## src/rtl/muldiv_pkg.sv

```systemverilog
// muldiv_pkg: shared encodings and constants for the Muldiv sequencer
package muldiv_pkg;
    typedef enum logic [1:0] {OP_MUL, OP_MULHU, OP_DIVU, OP_REMU} op_e;
    typedef enum logic [1:0] {S_IDLE, S_ISSUE, S_BUSY, S_DONE} state_e;
    localparam logic [31:0] DIV0_QUOT = 32'hFFFF_FFFF;
    localparam logic MD_MUL = 1'b0;
    localparam logic MD_DIV = 1'b1;
endpackage

```

## src/rtl/muldiv_seq_if.sv

```systemverilog
// muldiv_seq_if: request/result and Muldiv-side signals of the sequencer
interface muldiv_seq_if;
    logic        flush;
    logic        req_valid;
    logic [1:0]  req_op;
    logic [31:0] op_a;
    logic [31:0] op_b;
    logic        stall;
    logic        res_valid;
    logic [31:0] res_data;
    logic        res_err;
    logic        md_rst_n;
    logic        md_valid;
    logic        md_mode;
    logic [31:0] md_in_a;
    logic [31:0] md_in_b;
    logic        md_ready;
    logic [63:0] md_out;
    modport slave (
        input  flush, req_valid, req_op, op_a, op_b, md_ready, md_out,
        output stall, res_valid, res_data, res_err, md_rst_n, md_valid, md_mode, md_in_a, md_in_b
    );
    modport master (
        output flush, req_valid, req_op, op_a, op_b, md_ready, md_out,
        input  stall, res_valid, res_data, res_err, md_rst_n, md_valid, md_mode, md_in_a, md_in_b
    );
endinterface

```

## src/rtl/muldiv_seq.sv

```systemverilog
// muldiv_seq: launches one Muldiv operation per instruction and stalls until its result
module muldiv_seq
    import muldiv_pkg::*;
#(
    parameter int TIMEOUT = 64
) (
    input logic         clk,
    input logic         rst,
    muldiv_seq_if.slave bus
);
    localparam int CW = (TIMEOUT > 1) ? $clog2(TIMEOUT) : 1;
    state_e        state_q, state_d;
    op_e           op_q, op_d;
    logic [CW-1:0] cnt_q, cnt_d;
    logic [31:0]   a_q, a_d, b_q, b_d, data_q, data_d;
    logic          mode_q, mode_d, err_q, err_d;
    logic          md_valid_q, md_valid_d, md_rst_n_q, md_rst_n_d, res_valid_q, res_valid_d;
    logic          abort;
    assign abort = bus.flush || !bus.req_valid;
    // next state, operand latching, watchdog and result capture
    always_comb begin
        state_d = state_q;
        op_d    = op_q;
        cnt_d   = cnt_q;
        a_d     = a_q;
        b_d     = b_q;
        mode_d  = mode_q;
        data_d  = '0;
        err_d   = 1'b0;
        case (state_q)
            S_IDLE: if (bus.req_valid && !bus.flush) begin
                op_d   = op_e'(bus.req_op);
                a_d    = bus.op_a;
                b_d    = bus.op_b;
                mode_d = bus.req_op[1] ? MD_DIV : MD_MUL;
                if (bus.req_op[1] && bus.op_b == '0) begin
                    state_d = S_DONE;
                    data_d  = (bus.req_op == OP_REMU) ? bus.op_a : DIV0_QUOT;
                end else begin
                    state_d = S_ISSUE;
                end
            end
            S_ISSUE: begin
                cnt_d   = '0;
                state_d = abort ? S_IDLE : S_BUSY;
            end
            S_BUSY: if (abort) begin
                state_d = S_IDLE;
            end else if (bus.md_ready) begin
                state_d = S_DONE;
                data_d  = (op_q inside {OP_MULHU, OP_REMU}) ? bus.md_out[63:32] : bus.md_out[31:0];
            end else if (cnt_q == CW'(TIMEOUT - 1)) begin
                state_d = S_DONE;
                err_d   = 1'b1;
            end else begin
                cnt_d = cnt_q + 1'b1;
            end
            default: state_d = S_IDLE;
        endcase
        md_valid_d  = state_d == S_ISSUE;
        md_rst_n_d  = state_d inside {S_ISSUE, S_BUSY};
        res_valid_d = state_d == S_DONE;
    end
    // state and registered outputs
    always_ff @(posedge clk) begin
        if (rst) begin
            state_q     <= S_IDLE;
            op_q        <= OP_MUL;
            cnt_q       <= '0;
            a_q         <= '0;
            b_q         <= '0;
            mode_q      <= MD_MUL;
            data_q      <= '0;
            err_q       <= 1'b0;
            md_valid_q  <= 1'b0;
            md_rst_n_q  <= 1'b0;
            res_valid_q <= 1'b0;
        end else begin
            state_q     <= state_d;
            op_q        <= op_d;
            cnt_q       <= cnt_d;
            a_q         <= a_d;
            b_q         <= b_d;
            mode_q      <= mode_d;
            data_q      <= data_d;
            err_q       <= err_d;
            md_valid_q  <= md_valid_d;
            md_rst_n_q  <= md_rst_n_d;
            res_valid_q <= res_valid_d;
        end
    end
    assign bus.stall     = !rst && bus.req_valid && state_q != S_DONE;
    assign bus.res_valid = res_valid_q;
    assign bus.res_data  = data_q;
    assign bus.res_err   = err_q;
    assign bus.md_rst_n  = md_rst_n_q;
    assign bus.md_valid  = md_valid_q;
    assign bus.md_mode   = mode_q;
    assign bus.md_in_a   = a_q;
    assign bus.md_in_b   = b_q;
endmodule
```

## src/flat_wrapper.sv

```systemverilog
// flat-port wrapper written by rule: the top's interface ports become plain ports
module muldiv_seq_flat import muldiv_pkg::*;
#(
    parameter int TIMEOUT = 64
)
  (clk, rst, bus_flush, bus_req_valid, bus_req_op, bus_op_a, bus_op_b, bus_md_ready, bus_md_out, bus_stall, bus_res_valid, bus_res_data, bus_res_err, bus_md_rst_n, bus_md_valid, bus_md_mode, bus_md_in_a, bus_md_in_b);
  muldiv_seq_if bus_i ();
  input logic clk;
  input logic rst;
  input wire logic [$bits(bus_i.flush)-1:0] bus_flush;
  input wire logic [$bits(bus_i.req_valid)-1:0] bus_req_valid;
  input wire logic [$bits(bus_i.req_op)-1:0] bus_req_op;
  input wire logic [$bits(bus_i.op_a)-1:0] bus_op_a;
  input wire logic [$bits(bus_i.op_b)-1:0] bus_op_b;
  input wire logic [$bits(bus_i.md_ready)-1:0] bus_md_ready;
  input wire logic [$bits(bus_i.md_out)-1:0] bus_md_out;
  output wire logic [$bits(bus_i.stall)-1:0] bus_stall;
  output wire logic [$bits(bus_i.res_valid)-1:0] bus_res_valid;
  output wire logic [$bits(bus_i.res_data)-1:0] bus_res_data;
  output wire logic [$bits(bus_i.res_err)-1:0] bus_res_err;
  output wire logic [$bits(bus_i.md_rst_n)-1:0] bus_md_rst_n;
  output wire logic [$bits(bus_i.md_valid)-1:0] bus_md_valid;
  output wire logic [$bits(bus_i.md_mode)-1:0] bus_md_mode;
  output wire logic [$bits(bus_i.md_in_a)-1:0] bus_md_in_a;
  output wire logic [$bits(bus_i.md_in_b)-1:0] bus_md_in_b;
  assign bus_i.flush = bus_flush;
  assign bus_i.req_valid = bus_req_valid;
  assign bus_i.req_op = bus_req_op;
  assign bus_i.op_a = bus_op_a;
  assign bus_i.op_b = bus_op_b;
  assign bus_i.md_ready = bus_md_ready;
  assign bus_i.md_out = bus_md_out;
  assign bus_stall = bus_i.stall;
  assign bus_res_valid = bus_i.res_valid;
  assign bus_res_data = bus_i.res_data;
  assign bus_res_err = bus_i.res_err;
  assign bus_md_rst_n = bus_i.md_rst_n;
  assign bus_md_valid = bus_i.md_valid;
  assign bus_md_mode = bus_i.md_mode;
  assign bus_md_in_a = bus_i.md_in_a;
  assign bus_md_in_b = bus_i.md_in_b;
  muldiv_seq #(.TIMEOUT(TIMEOUT)) u_core (.clk(clk), .rst(rst), .bus(bus_i));
endmodule
```

## config.mk

```make
export PLATFORM = sky130hd
export DESIGN_NAME = muldiv_seq_flat
export DESIGN_NICKNAME = d
export VERILOG_FILES = /design/src/rtl/muldiv_pkg.sv /design/src/rtl/muldiv_seq_if.sv /design/src/rtl/muldiv_seq.sv /design/src/flat_wrapper.sv
export SDC_FILE = /design/constraint.sdc
export NUM_CORES = 1
export LEC_CHECK = 0
export ABC_AREA = 1
export BUFFER_PORTS_ARGS = -buffer_cell sky130_fd_sc_hd__buf_2
export CAP_MARGIN = 15
export CORE_AREA = 2 2 91 127
export CTS_CLUSTER_DIAMETER = 60
export DETAILED_ROUTE_END_ITERATION = 10
export DIE_AREA = 0 0 93 129
export GPL_ROUTABILITY_DRIVEN = 0
export HOLD_SLACK_MARGIN = 0.06
export PLACE_DENSITY_LB_ADDON = 0.08
export SYNTH_ARGS = -nofsm -noshare
export SYNTH_HDL_FRONTEND = slang
export SYNTH_SLANG_ARGS = --single-unit
```

## constraint.sdc

```tcl
create_clock -name clk -period 2.2 [get_ports clk]
set_clock_uncertainty 0.05 [all_clocks]
set_input_delay 0 -clock clk [delete_from_list [all_inputs] [get_ports clk]]
set_output_delay 0 -clock clk [all_outputs]
set_load 0.01 [all_outputs]
```

==> summary.md <==
| Metric | Value |
|---|---|
| Maximum vdd drop | `0.000405 V` |
| Final Util | `0.718` |
| Switching power | `1.20 mW` |
| Drt wl/cell | `15.8 um` |
| Placed Area | `6010 um2` |
| Initial Util | `0.442` |
| Cts bufs inserted | `9` |
| Cell Chain, Critical Path | `mux2_2 > dlygate4sd3_1 > nand2_1 > a21oi_1` |
| Most common cell in the synthesized netlist | `dfxtp_1` |
| Fin area | `7760 um2` |
| CP Launch Type | `register` |
| Post-synth ARST share | `0` |
| Slew Viols, Final | `0` |
| Req. time, crit path | `2.36 ns` |
| Status | `completed` |
| Most frequent cells after synthesis | `dfxtp_1 (110), a21oi_1 (100), nor2_1 (99)` |
| Post-synth EDFFs | `0` |
| Die extent in x | `93 um` |
| Met1 track demand over resource | `0.308` |
| FF+latch count, synth | `110` |
| Met3 Usage GRT | `0.0603` |
| Worst setup margin | `0.102 ns` |
| Drt via density | `5.07` |
| Reg clk slew, reported paths | `0.07 ns` |
| GRT Residual Overflow | `0` |
| DRT Pass-1 Iters | `5` |
| Syn_area_per_cell | `7.70 um2` |
| Final worst-path cycle share | `0.954` |
| MaxCap Viol Count | `0` |
| H-tree Lvls | `3` |
| Comb power frac | `0.178` |
| Die ar. | `12,000 um2` |
| Post-layout min period | `2.10 ns` |
| Fmax | `0.477 GHz` |
| Core area | `10,800 um2` |
| Height of the chip | `129 um` |
| Worst setup EP type | `register` |
| Syn Inst Count | `620` |
| Seq/Total Area, Yosys | `0.461` |
| Drt first-iter violations | `238` |
| Setup TNS | `0 ns` |
| Root buffer cell | `clkbuf_16` |
| Layout cells sized above 1 | `0.315` |
| Share of the synthesized area in the top cell type | `0.461` |
| Crit Path Max Fanout | `24` |
| # diodes | `0` |
| Area contributors post-synth | `dfxtp_1 (46%), a21oi_1 (10%), nor2_1 (7.8%)` |
| GRT Max-Usage Layer | `met2` |
| Met2 Use GR | `0.545` |
| DP Worst Slack | `0.446 ns` |
| WS Path Type | `reg -> reg` |
| Clk_lat worst skew | `0.35 ns` |
| Largest net degree at the start of global routing | `55` |
| Site Rows | `45` |
| Vias after detailed routing | `5,707` |
| Setup violators final | `0` |
| Mapped Area | `4770 um2` |
| First-pass GRT wire length | `27,500 um` |
| Vias in the first global route | `5,897` |
| IO Pins | `237` |
| Clk pwr share | `0.367` |
| Initial antenna violation count | `0` |
| Delay-heaviest family, CP | `flip-flops` |
| Slew margin rel. | `0.299` |
| YS warnings | `0` |
| Unrepaired setup endpoints after global routing | `false` |
| Leakage power | `3.68 nW` |
| Fin nets | `1,117` |
| Clk buf depth | `2` |
| Syn Nets | `758` |
| Hold Slack | `0.0661 ns` |
| Dpl hpwl | `10,700 um` |
| Post-route ant nets | `0` |
| Measured slew at the worst slew-check pin | `1.05 ns` |
| Final routed DRC violation total | `0` |
| Leading register cell type out of synthesis | `dfxtp_1` |
| IO buf count | `236` |
| CTS tree | `yes` |
| Area Growth Syn to Fin | `62.6%` |
| Worst path max stage delay | `0.76 ns` |
| Internal | `3.49 mW` |
| Sequential share of power | `0.455` |
| Hold Crit Class | `in -> reg` |
| Drt total wl | `17,700 um` |
| Fin. Hold Viols | `0` |
| Leading area contributor after synthesis | `dfxtp_1` |
| Pwr/cell area | `604 nW/um2` |
| Sw Ratio | `0.256` |
| Total GRT Usage | `0.289` |
| Worst Path Arrival | `2.26 ns` |
| Distinct cell type count after synthesis | `29` |
| WP buf/inv | `1` |
| Slowest stage cell, crit path | `dfxtp_2` |
| CTS sink count | `110` |
logic make-up (layout without fill, tap and decap cells):
group | Yosys count | count (layout) | synth area share
and+or+nand+nor | 214 | 214 | 0.188
AOI/OAI and AO/OA | 168 | 168 | 0.178
DFF | 110 | 110 | 0.461
buffers and inverters | 91 | 455 | 0.0862
muxes | 32 | 32 | 0.0755
adders and majority gates | 3 | 3 | 0.00786
xor gates and xnor gates | 2 | 2 | 0.00367
placed cells by master (no fill, tap or decap), types with 2 or more instances in the layout:
master and count:
nand2_1 60, nor3_1 2, ha_1 3, o21ai_0 61, clkbuf_16 9, nand3_1 40
clkinv_4 2, o21ai_1 5, nand4_1 3, mux2_2 32, buf_2 236, dfxtp_1 109
inv_2 2, nor2_1 99, inv_6 2, a21oi_1 100, dlygate4sd3_1 142, buf_4 13
nor2_2 2, clkbuf_8 2, inv_1 44, or2_1 2
per-stage QoR:
step	power, mW	std cells
after global routing	4.87	1125
final	4.69	1125
after CTS	4.67	1125
after floorplan	2.50	620
after global placement	2.76	967
after detailed placement	2.77	967
power by group through the flow:
stage / registers, mW / logic [mW] / clock network (mW)
final: 2.13 / 0.835 / 1.72
after CTS: 2.13 / 0.810 / 1.73
after floorplan: 2.20 / 0.295 / 0
after global placement: 2.17 / 0.584 / 0
after detailed placement: 2.18 / 0.595 / 0
after global routing: 2.14 / 0.911 / 1.82
worst reg2reg max path, cell delays in order, from the launching register on:
cell	delay (ns)
dfxtp_2	0.76
mux2_2	0.42
dlygate4sd3_1	0.56
nand2_1	0.09
a21oi_1	0.09
flip-flops by register name, summed over array words and instances (netlist names):
register and cells:
u_core.bus.res_valid 1, u_core.bus.res_err 1, u_core.bus.md_in_b 32, u_core.state_q 2, u_core.op_q 2, u_core.bus.md_valid 1
u_core.bus.res_data 32, u_core.bus.md_in_a 32, u_core.cnt_q 6, u_core.bus.md_rst_n 1
routing by layer:
layer / up-vias / part of all wire
li1: 2759 / -
met4: 0 / 0.030
met3: 50 / 0.066
met5: - / 0
met2: 262 / 0.53
met1: 2636 / 0.37
path summary, 6_finish.rpt:
| kind | endpoint | slack, ns | cells after the start | startpoint |
|---|---|---|---|---|
| setup / recovery | u_core.bus.res_data[21] | 0.10 | 4 | u_core.op_q[0] |
| hold / removal | u_core.bus.res_data[26] | 0.07 | 4 | bus_md_out[58] |
| setup reg to reg | u_core.bus.res_data[21] | 0.10 | 4 | u_core.op_q[0] |
| hold reg to reg | u_core.bus.md_in_b[14] | 0.43 | 2 | u_core.bus.md_in_b[14] |
area by class of cell:
cell class	instances	area [um2]
clock inverter	5	65.1
fill	857	3050
tap	141	176
sequential	110	2200
multi-input combinational	419	2170
inverter	47	178
timing repair buffer	392	2720
clock buffer	11	253
timing repair:
action / in CTS / in global routing
resized for setup: 0 / 3
setup endpoints to repair: 0 / 12
hold buffers: 142 / 0
endpoints found under the hold margin: 100 / 0
setup buffers: 0 / 0
No activity file was read; power rests on OpenSTA's default activity.
